### src/rtl/exe_muldiv_unit_if.sv
// Request/result bundle between the EXE stage and the iterative multiply/divide unit.
// Handshake: start is a request that is only honoured while busy=0 and done=0 (IDLE). A request
// is consumed on the edge at which it is sampled, and done pulses for one cycle when HI/LO are valid.
interface exe_muldiv_unit_if;
  logic        start;
  logic [1:0]  op;
  logic [31:0] Val1_in;
  logic [31:0] Val2_in;
  logic        flush;
  logic        busy;
  logic        done;
  logic [31:0] HI;
  logic [31:0] LO;
  logic        div_by_zero;

  modport master (
    output start, op, Val1_in, Val2_in, flush,
    input  busy, done, HI, LO, div_by_zero
  );

  modport slave (
    input  start, op, Val1_in, Val2_in, flush,
    output busy, done, HI, LO, div_by_zero
  );
endinterface

### src/rtl/exe_muldiv_unit.sv
// Iterative 32-bit MULT/MULTU/DIV/DIVU unit: 32 shift-add or restoring-divide steps on
// operand magnitudes, then a one-cycle sign fix-up, with a fixed 34-cycle start-to-done latency.
module exe_muldiv_unit (
  input  logic                     clk,
  input  logic                     rst,
  exe_muldiv_unit_if.slave         bus,
  output logic [1:0]               o_dbg_state
);

  typedef enum logic [1:0] {
    S_IDLE = 2'd0,
    S_RUN  = 2'd1,
    S_FIX  = 2'd2,
    S_DONE = 2'd3
  } state_t;

  state_t      r_state;
  state_t      w_next;
  logic [4:0]  r_cnt;
  logic        r_is_div;
  logic        r_neg_a;
  logic        r_neg_b;
  logic        r_b_zero;
  logic [31:0] r_opnd;
  logic [63:0] r_acc;
  logic [31:0] r_hi;
  logic [31:0] r_lo;
  logic        r_dz;

  logic        w_accept;
  logic        w_neg_a;
  logic        w_neg_b;
  logic [31:0] w_mag_a;
  logic [31:0] w_mag_b;
  logic [32:0] w_mul_sum;
  logic [63:0] w_mul_next;
  logic [32:0] w_shift;
  logic [33:0] w_diff;
  logic        w_qbit;
  logic [63:0] w_div_next;
  logic        w_sign_diff;
  logic [63:0] w_prod;
  logic [31:0] w_quo;
  logic [31:0] w_rem;

  assign w_accept = (r_state == S_IDLE) && bus.start && !bus.flush;

  // Signed ops work on magnitudes; the signs are remembered for the FIX cycle.
  assign w_neg_a = bus.op[0] & bus.Val1_in[31];
  assign w_neg_b = bus.op[0] & bus.Val2_in[31];
  assign w_mag_a = w_neg_a ? (32'd0 - bus.Val1_in) : bus.Val1_in;
  assign w_mag_b = w_neg_b ? (32'd0 - bus.Val2_in) : bus.Val2_in;

  // Multiply step: multiplier sits in the low half and shifts out as the product shifts in.
  assign w_mul_sum  = {1'b0, r_acc[63:32]} + (r_acc[0] ? {1'b0, r_opnd} : 33'd0);
  assign w_mul_next = {w_mul_sum, r_acc[31:1]};

  // Restoring divide step: partial remainder in the high half, quotient builds in the low half.
  assign w_shift    = {r_acc[63:32], r_acc[31]};
  assign w_diff     = {1'b0, w_shift} - {2'b00, r_opnd};
  assign w_qbit     = ~w_diff[33];
  assign w_div_next = {(w_qbit ? w_diff[31:0] : w_shift[31:0]), r_acc[30:0], w_qbit};

  assign w_sign_diff = r_neg_a ^ r_neg_b;
  assign w_prod      = w_sign_diff ? (64'd0 - r_acc) : r_acc;
  assign w_quo       = r_b_zero ? 32'hFFFF_FFFF :
                       (w_sign_diff ? (32'd0 - r_acc[31:0]) : r_acc[31:0]);
  // With a zero divisor the remainder is the dividend magnitude, so this also restores Val1_in.
  assign w_rem       = r_neg_a ? (32'd0 - r_acc[63:32]) : r_acc[63:32];

  always_ff @(posedge clk or negedge rst) begin
    if (!rst) begin
      r_state <= S_IDLE;
    end else begin
      r_state <= w_next;
    end
  end

  always_comb begin
    w_next = r_state;
    if (bus.flush) begin
      w_next = S_IDLE;
    end else begin
      case (r_state)
        S_IDLE: if (bus.start) w_next = S_RUN;
        S_RUN:  if (r_cnt == 5'd31) w_next = S_FIX;
        S_FIX:  w_next = S_DONE;
        S_DONE: w_next = S_IDLE;
        default: w_next = S_IDLE;
      endcase
    end
  end

  always_ff @(posedge clk or negedge rst) begin
    if (!rst) begin
      r_cnt    <= 5'd0;
      r_is_div <= 1'b0;
      r_neg_a  <= 1'b0;
      r_neg_b  <= 1'b0;
      r_b_zero <= 1'b0;
      r_opnd   <= 32'd0;
      r_acc    <= 64'd0;
      r_hi     <= 32'd0;
      r_lo     <= 32'd0;
      r_dz     <= 1'b0;
    end else begin
      if (w_accept) begin
        r_cnt    <= 5'd0;
        r_is_div <= bus.op[1];
        r_neg_a  <= w_neg_a;
        r_neg_b  <= w_neg_b;
        r_b_zero <= (bus.Val2_in == 32'd0);
        r_opnd   <= bus.op[1] ? w_mag_b : w_mag_a;
        r_acc    <= bus.op[1] ? {32'd0, w_mag_a} : {32'd0, w_mag_b};
      end else if (r_state == S_RUN) begin
        r_cnt <= r_cnt + 5'd1;
        r_acc <= r_is_div ? w_div_next : w_mul_next;
      end
      if ((r_state == S_FIX) && !bus.flush) begin
        if (r_is_div) begin
          r_hi <= w_rem;
          r_lo <= w_quo;
          r_dz <= r_b_zero;
        end else begin
          r_hi <= w_prod[63:32];
          r_lo <= w_prod[31:0];
          r_dz <= 1'b0;
        end
      end
    end
  end

  assign bus.busy        = (r_state == S_RUN) || (r_state == S_FIX);
  assign bus.done        = (r_state == S_DONE);
  assign bus.HI          = r_hi;
  assign bus.LO          = r_lo;
  assign bus.div_by_zero = r_dz;
  assign o_dbg_state     = r_state;

endmodule

### src/flat_wrapper.sv
// flat-port wrapper written by rule: the top's interface ports become plain ports
module exe_muldiv_unit_flat 
  (clk, rst, o_dbg_state, bus_start, bus_op, bus_Val1_in, bus_Val2_in, bus_flush, bus_busy, bus_done, bus_HI, bus_LO, bus_div_by_zero);
  exe_muldiv_unit_if bus_i ();
  input  logic clk;
  input  logic rst;
  output logic [1:0] o_dbg_state;
  input wire logic [$bits(bus_i.start)-1:0] bus_start;
  input wire logic [$bits(bus_i.op)-1:0] bus_op;
  input wire logic [$bits(bus_i.Val1_in)-1:0] bus_Val1_in;
  input wire logic [$bits(bus_i.Val2_in)-1:0] bus_Val2_in;
  input wire logic [$bits(bus_i.flush)-1:0] bus_flush;
  output wire logic [$bits(bus_i.busy)-1:0] bus_busy;
  output wire logic [$bits(bus_i.done)-1:0] bus_done;
  output wire logic [$bits(bus_i.HI)-1:0] bus_HI;
  output wire logic [$bits(bus_i.LO)-1:0] bus_LO;
  output wire logic [$bits(bus_i.div_by_zero)-1:0] bus_div_by_zero;
  assign bus_i.start = bus_start;
  assign bus_i.op = bus_op;
  assign bus_i.Val1_in = bus_Val1_in;
  assign bus_i.Val2_in = bus_Val2_in;
  assign bus_i.flush = bus_flush;
  assign bus_busy = bus_i.busy;
  assign bus_done = bus_i.done;
  assign bus_HI = bus_i.HI;
  assign bus_LO = bus_i.LO;
  assign bus_div_by_zero = bus_i.div_by_zero;
  exe_muldiv_unit u_core (.clk(clk), .rst(rst), .bus(bus_i), .o_dbg_state(o_dbg_state));
endmodule
### config.mk
export PLATFORM = sky130hd
export DESIGN_NAME = exe_muldiv_unit_flat
export DESIGN_NICKNAME = d
export VERILOG_FILES = /design/src/rtl/exe_muldiv_unit_if.sv /design/src/rtl/exe_muldiv_unit.sv /design/src/flat_wrapper.sv
export SDC_FILE = /design/constraint.sdc
export NUM_CORES = 1
export LEC_CHECK = 0
export CORE_UTILIZATION = 59
export DETAILED_ROUTE_END_ITERATION = 16
export HOLD_SLACK_MARGIN = 0.02
export PLACE_DENSITY = 0.82
export SYNTH_ARGS = -nofsm -noshare
export SYNTH_HDL_FRONTEND = slang
export SYNTH_SLANG_ARGS = --single-unit
export TNS_END_PERCENT = 50
### constraint.sdc
create_clock -name clk -period 4.73 [get_ports clk]
set_input_delay 0.473 -clock clk [delete_from_list [all_inputs] [get_ports clk]]
set_output_delay 0.473 -clock clk [all_outputs]
set_load 0.02 [all_outputs]
==> results by group <==
STA
  – Clk_skew: between 0.015 and 0.02 ns
  – Slew headroom: 26.27%
  – Highest Clock Rate: 258.0 MHz
  – Period Utilization, post-route: about 82%
  – Slew Limit Fails: 0
  – Setup violations, final: 0
  – TNS Setup: 0 ns
  – RSZ-0062 raised after global routing: no
  – Slew @ Worst Pin: 1.102 ns
  – Final Hold Fails: 0
  – Fin crit period: 3.877 ns

Floorplan
  – Boundary Pins: 139
  – Core Box Area: 24320 µm²
  – DIE AREA: around 25000 µm²
  – DIE WIDTH: 159.5 µm
  – Die height: 159.5 µm
  – Initial core utilization: 60.20%
  – FP Rows: 57

Placement
  – Port bufs: 138
  – Placed Area: 16170 µm²
  – Gpl congestion: 0.9904
  – Dpl cells: approximately 2300
  – HPWL Detailed: ~34000 µm

Final layout
  – Fraction of layout instances using a drive strength above 1: 5.383%
  – Area Overhead vs Synth: 14.81%
  – N_diodes: 0
  – Multi-input gate area: just under 10000 µm²
  – Final nets: about 2100
  – Reg area: 4305 µm²
  – Finished Layout Cells: ~2300
  – Fin area: roughly 17000 µm²
  – Fillers: just over 2000
  – Final Util: 69.12%

Critical path
  – Crit-path cells: clkinv_1 -> buf_4 -> nor2_1 -> ha_1 -> a21oi_1 -> nor2_1 -> o41ai_1 -> a211oi_1 -> o31ai_1 -> o21bai_1 -> xnor2_1 -> mux2i_1 -> a22o_1
  – Worst Path Required: slightly above 5 ns
  – CP Launch Type: flip-flop
  – Worst Reg-to-Reg Cells: 13
  – Type of the worst setup path: flip-flop to flip-flop
  – CP max stage cell: o41ai_1
  – Worst r2r src: u_core.r_acc[0]
  – Crit path max fanout: 30
  – Reg2reg end: u_core.r_acc[57]
  – Buffers & Inverters on Critical Path: 2
  – Family with the most delay on the worst path: compound AO/OA/AOI/OAI gates
  – R2r setup slk: between 0.8 and 0.9 ns
  – Element type at the critical path end: flip-flop
  – Worst path most repeated cell: nor2_1
  – Arr. time, crit path: 4.21 ns
  – CP max stage delay: 0.74 ns

Clocking
  – CTS tree: yes
  – CTS H-tree lvls: 4
  – Postcts setup bufs: 0
  – Clock slew at reported path FFs: about 0.080 ns
  – Clock Path Buffers: 2
  – Num CTS Buffers: 17
  – Cts hold-fix bufs: 0
  – Worst-Skew Late Latency: 0.44 ns
  – Root Driver: clkbuf_16
  – Resize count post-CTS: 0
  – # clock sinks: 172

Logic synthesis
  – Synth Area in Adders: 6.597%
  – Seq/Total Area, Yosys: 29.40%
  – Yosys warns: 0
  – Cell Area, Synth: 14640 µm²
  – Synth cell types: 81
  – Post-Synthesis Cells: roughly 1900
  – Count leader, synth: nand2_1
  – Synth area leaders: dfrtp_1 29%, o21ai_0 6.8%, ha_1 6.3%, xnor2_1 5.9%, nand2_1 5.8%
  – FF+latch count, synth: 172
  – Compound-Gate Fraction of Synth Area: 25.50%
  – Simple-gate share of the synthesized area: 19.52%
  – Post-synthesis xor/xnor area fraction: 10.41%
  – Yosys top cell area share: 29.40%
  – Top cells by count, synth: 227 x nand2_1, 211 x nor2_1, 198 x o21ai_0, 172 x dfrtp_1, 168 x a21oi_1
  – Post-synthesis mux area share: 3.563%
  – Largest family of logic cells by synthesized area: compound AO/OA/AOI/OAI gates
  – EDFF count, synth: 0
  – Predominant post-synthesis flop cell: dfrtp_1
  – Post-Syn Nets: 2035
  – Area leader, netlist: dfrtp_1
  – Mean post-synth cell area: roughly 7.8 µm²
  – Asr flop ratio synth: 100.0%

Detailed routing
  – Residual DRC: 0
  – Remaining antenna violation count: 0
  – TritonRoute pass-1 iters: 6
  – Via Count: 14485
  – Via density: 6.317
  – 1st-iter DRT viols: 1806
  – Routed WL: 45040 µm
  – Wirelength per Cell: 19.64 µm

Run status
  – Status: finished clean

Power
  – Pleak: between 0.007 and 0.008 µW
  – Pwr/cell area: 819.9 nW/µm²
  – Worst vdd ir: 0.6044 mV

Global route
  – Initial antenna violation count: 0
  – Total Routing Usage GR: 35.60%
  – Largest net degree at the start of global routing: ~130
  – Vias in the first global route: 13089
  – First-pass GRT wire length: roughly 71000 µm
  – GRT overflow: 0

Flow run
  – Max Cap Viol: 0

Min path
  – Hold crit path type: input port to asynchronous set/reset pin
[cell usage in the layout (no fill, tap or decap), types with 12 or more instances in the layout]
cell type and instances:
o41ai_1 12, o21a_1 13, xnor2_1 99, dfrtp_1 171, mux2i_1 42, a211oi_1 19, xor2_1 75, o31ai_1 21
buf_4 22, clkbuf_16 17, or3_1 14, nand3_1 31, nor3_1 34, ha_1 73, clkdlybuf4s50_1 136, a21o_1 29
nand4_1 14, nor2_1 210, o211ai_1 47, or4_1 15, a21oi_1 167, o21ai_0 198, a31oi_1 25, nand2_1 227
inv_1 77
[where the power goes]
part           total [µW]  internal (µW)  leakage (µW)  switching, µW
sequential           3020           2160       0.00211            860
combinational        9260           3650       0.00470           5610
clock                1510            775      0.000302            731
[layout make-up]
class	instances	area share, %
multi-input cells	1527	57.24
flip-flops and latches	172	25.61
repair buffers	159	9.148
clock buffers	17	2.531
well taps	324	2.412
inverters	79	1.764
clock inverters	15	1.295
[metrics by stage]
stage	setup slack (ns)	power, µW	hold slack, ns
floorplan	1.431	9257	0.1774
global placement	1.080	11820	0.4597
CTS	0.9192	13540	0.07140
detailed placement	0.9472	11990	0.4696
global route	0.6278	14740	0.07755
finish	0.8534	13780	0.02801
[layer usage]
layer | up-vias | routed length, µm | global-route usage, %
met5 | - | 0 | 0
met4 | 0 | 1056 | 10.58
met3 | 74 | 5044 | 7.606
met2 | 757 | 18880 | 51.07
met1 | 6795 | 20070 | 53.28
li1 | 6859 | - | -
[worst max-delay path by stage]
| stage | start | end | slack [ns] | cells after the start |
|---|---|---|---|---|
| 2_1_floorplan | u_core.r_acc[0] | u_core.r_acc[60] | 1.43 | 13 |
| 3_3_place_gp | u_core.r_acc[0] | u_core.r_acc[60] | 1.08 | 13 |
| 3_5_place_dp | u_core.r_acc[0] | u_core.r_acc[60] | 0.95 | 13 |
| 4_1_cts | u_core.r_acc[0] | u_core.r_acc[60] | 0.92 | 13 |
| 5_1_grt | u_core.r_acc[0] | u_core.r_acc[59] | 0.63 | 13 |
| 6_report | u_core.r_acc[0] | u_core.r_acc[57] | 0.85 | 13 |
[registers in the layout, indices dropped and copies added (netlist names)]
register                cells
u_core.bus.div_by_zero      1
u_core.r_cnt                5
u_core.r_acc               64
u_core.r_opnd              32
u_core.r_b_zero             1
u_core.r_is_div             1
u_core.bus.HI              32
u_core.r_neg_b              1
u_core.bus.LO              32
u_core.r_neg_a              1
u_core.o_dbg_state          2
[cells by family after synthesis]
logic type / after synthesis
AO/OA/AOI/OAI: 603
XOR/XNOR: 174
adder cells (fa/ha/maj): 76
buffers and inverters: 190
flip-flops: 172
multiplexers: 51
AND/OR/NAND/NOR: 623
Note: power is estimated with default switching activity, not from simulation.
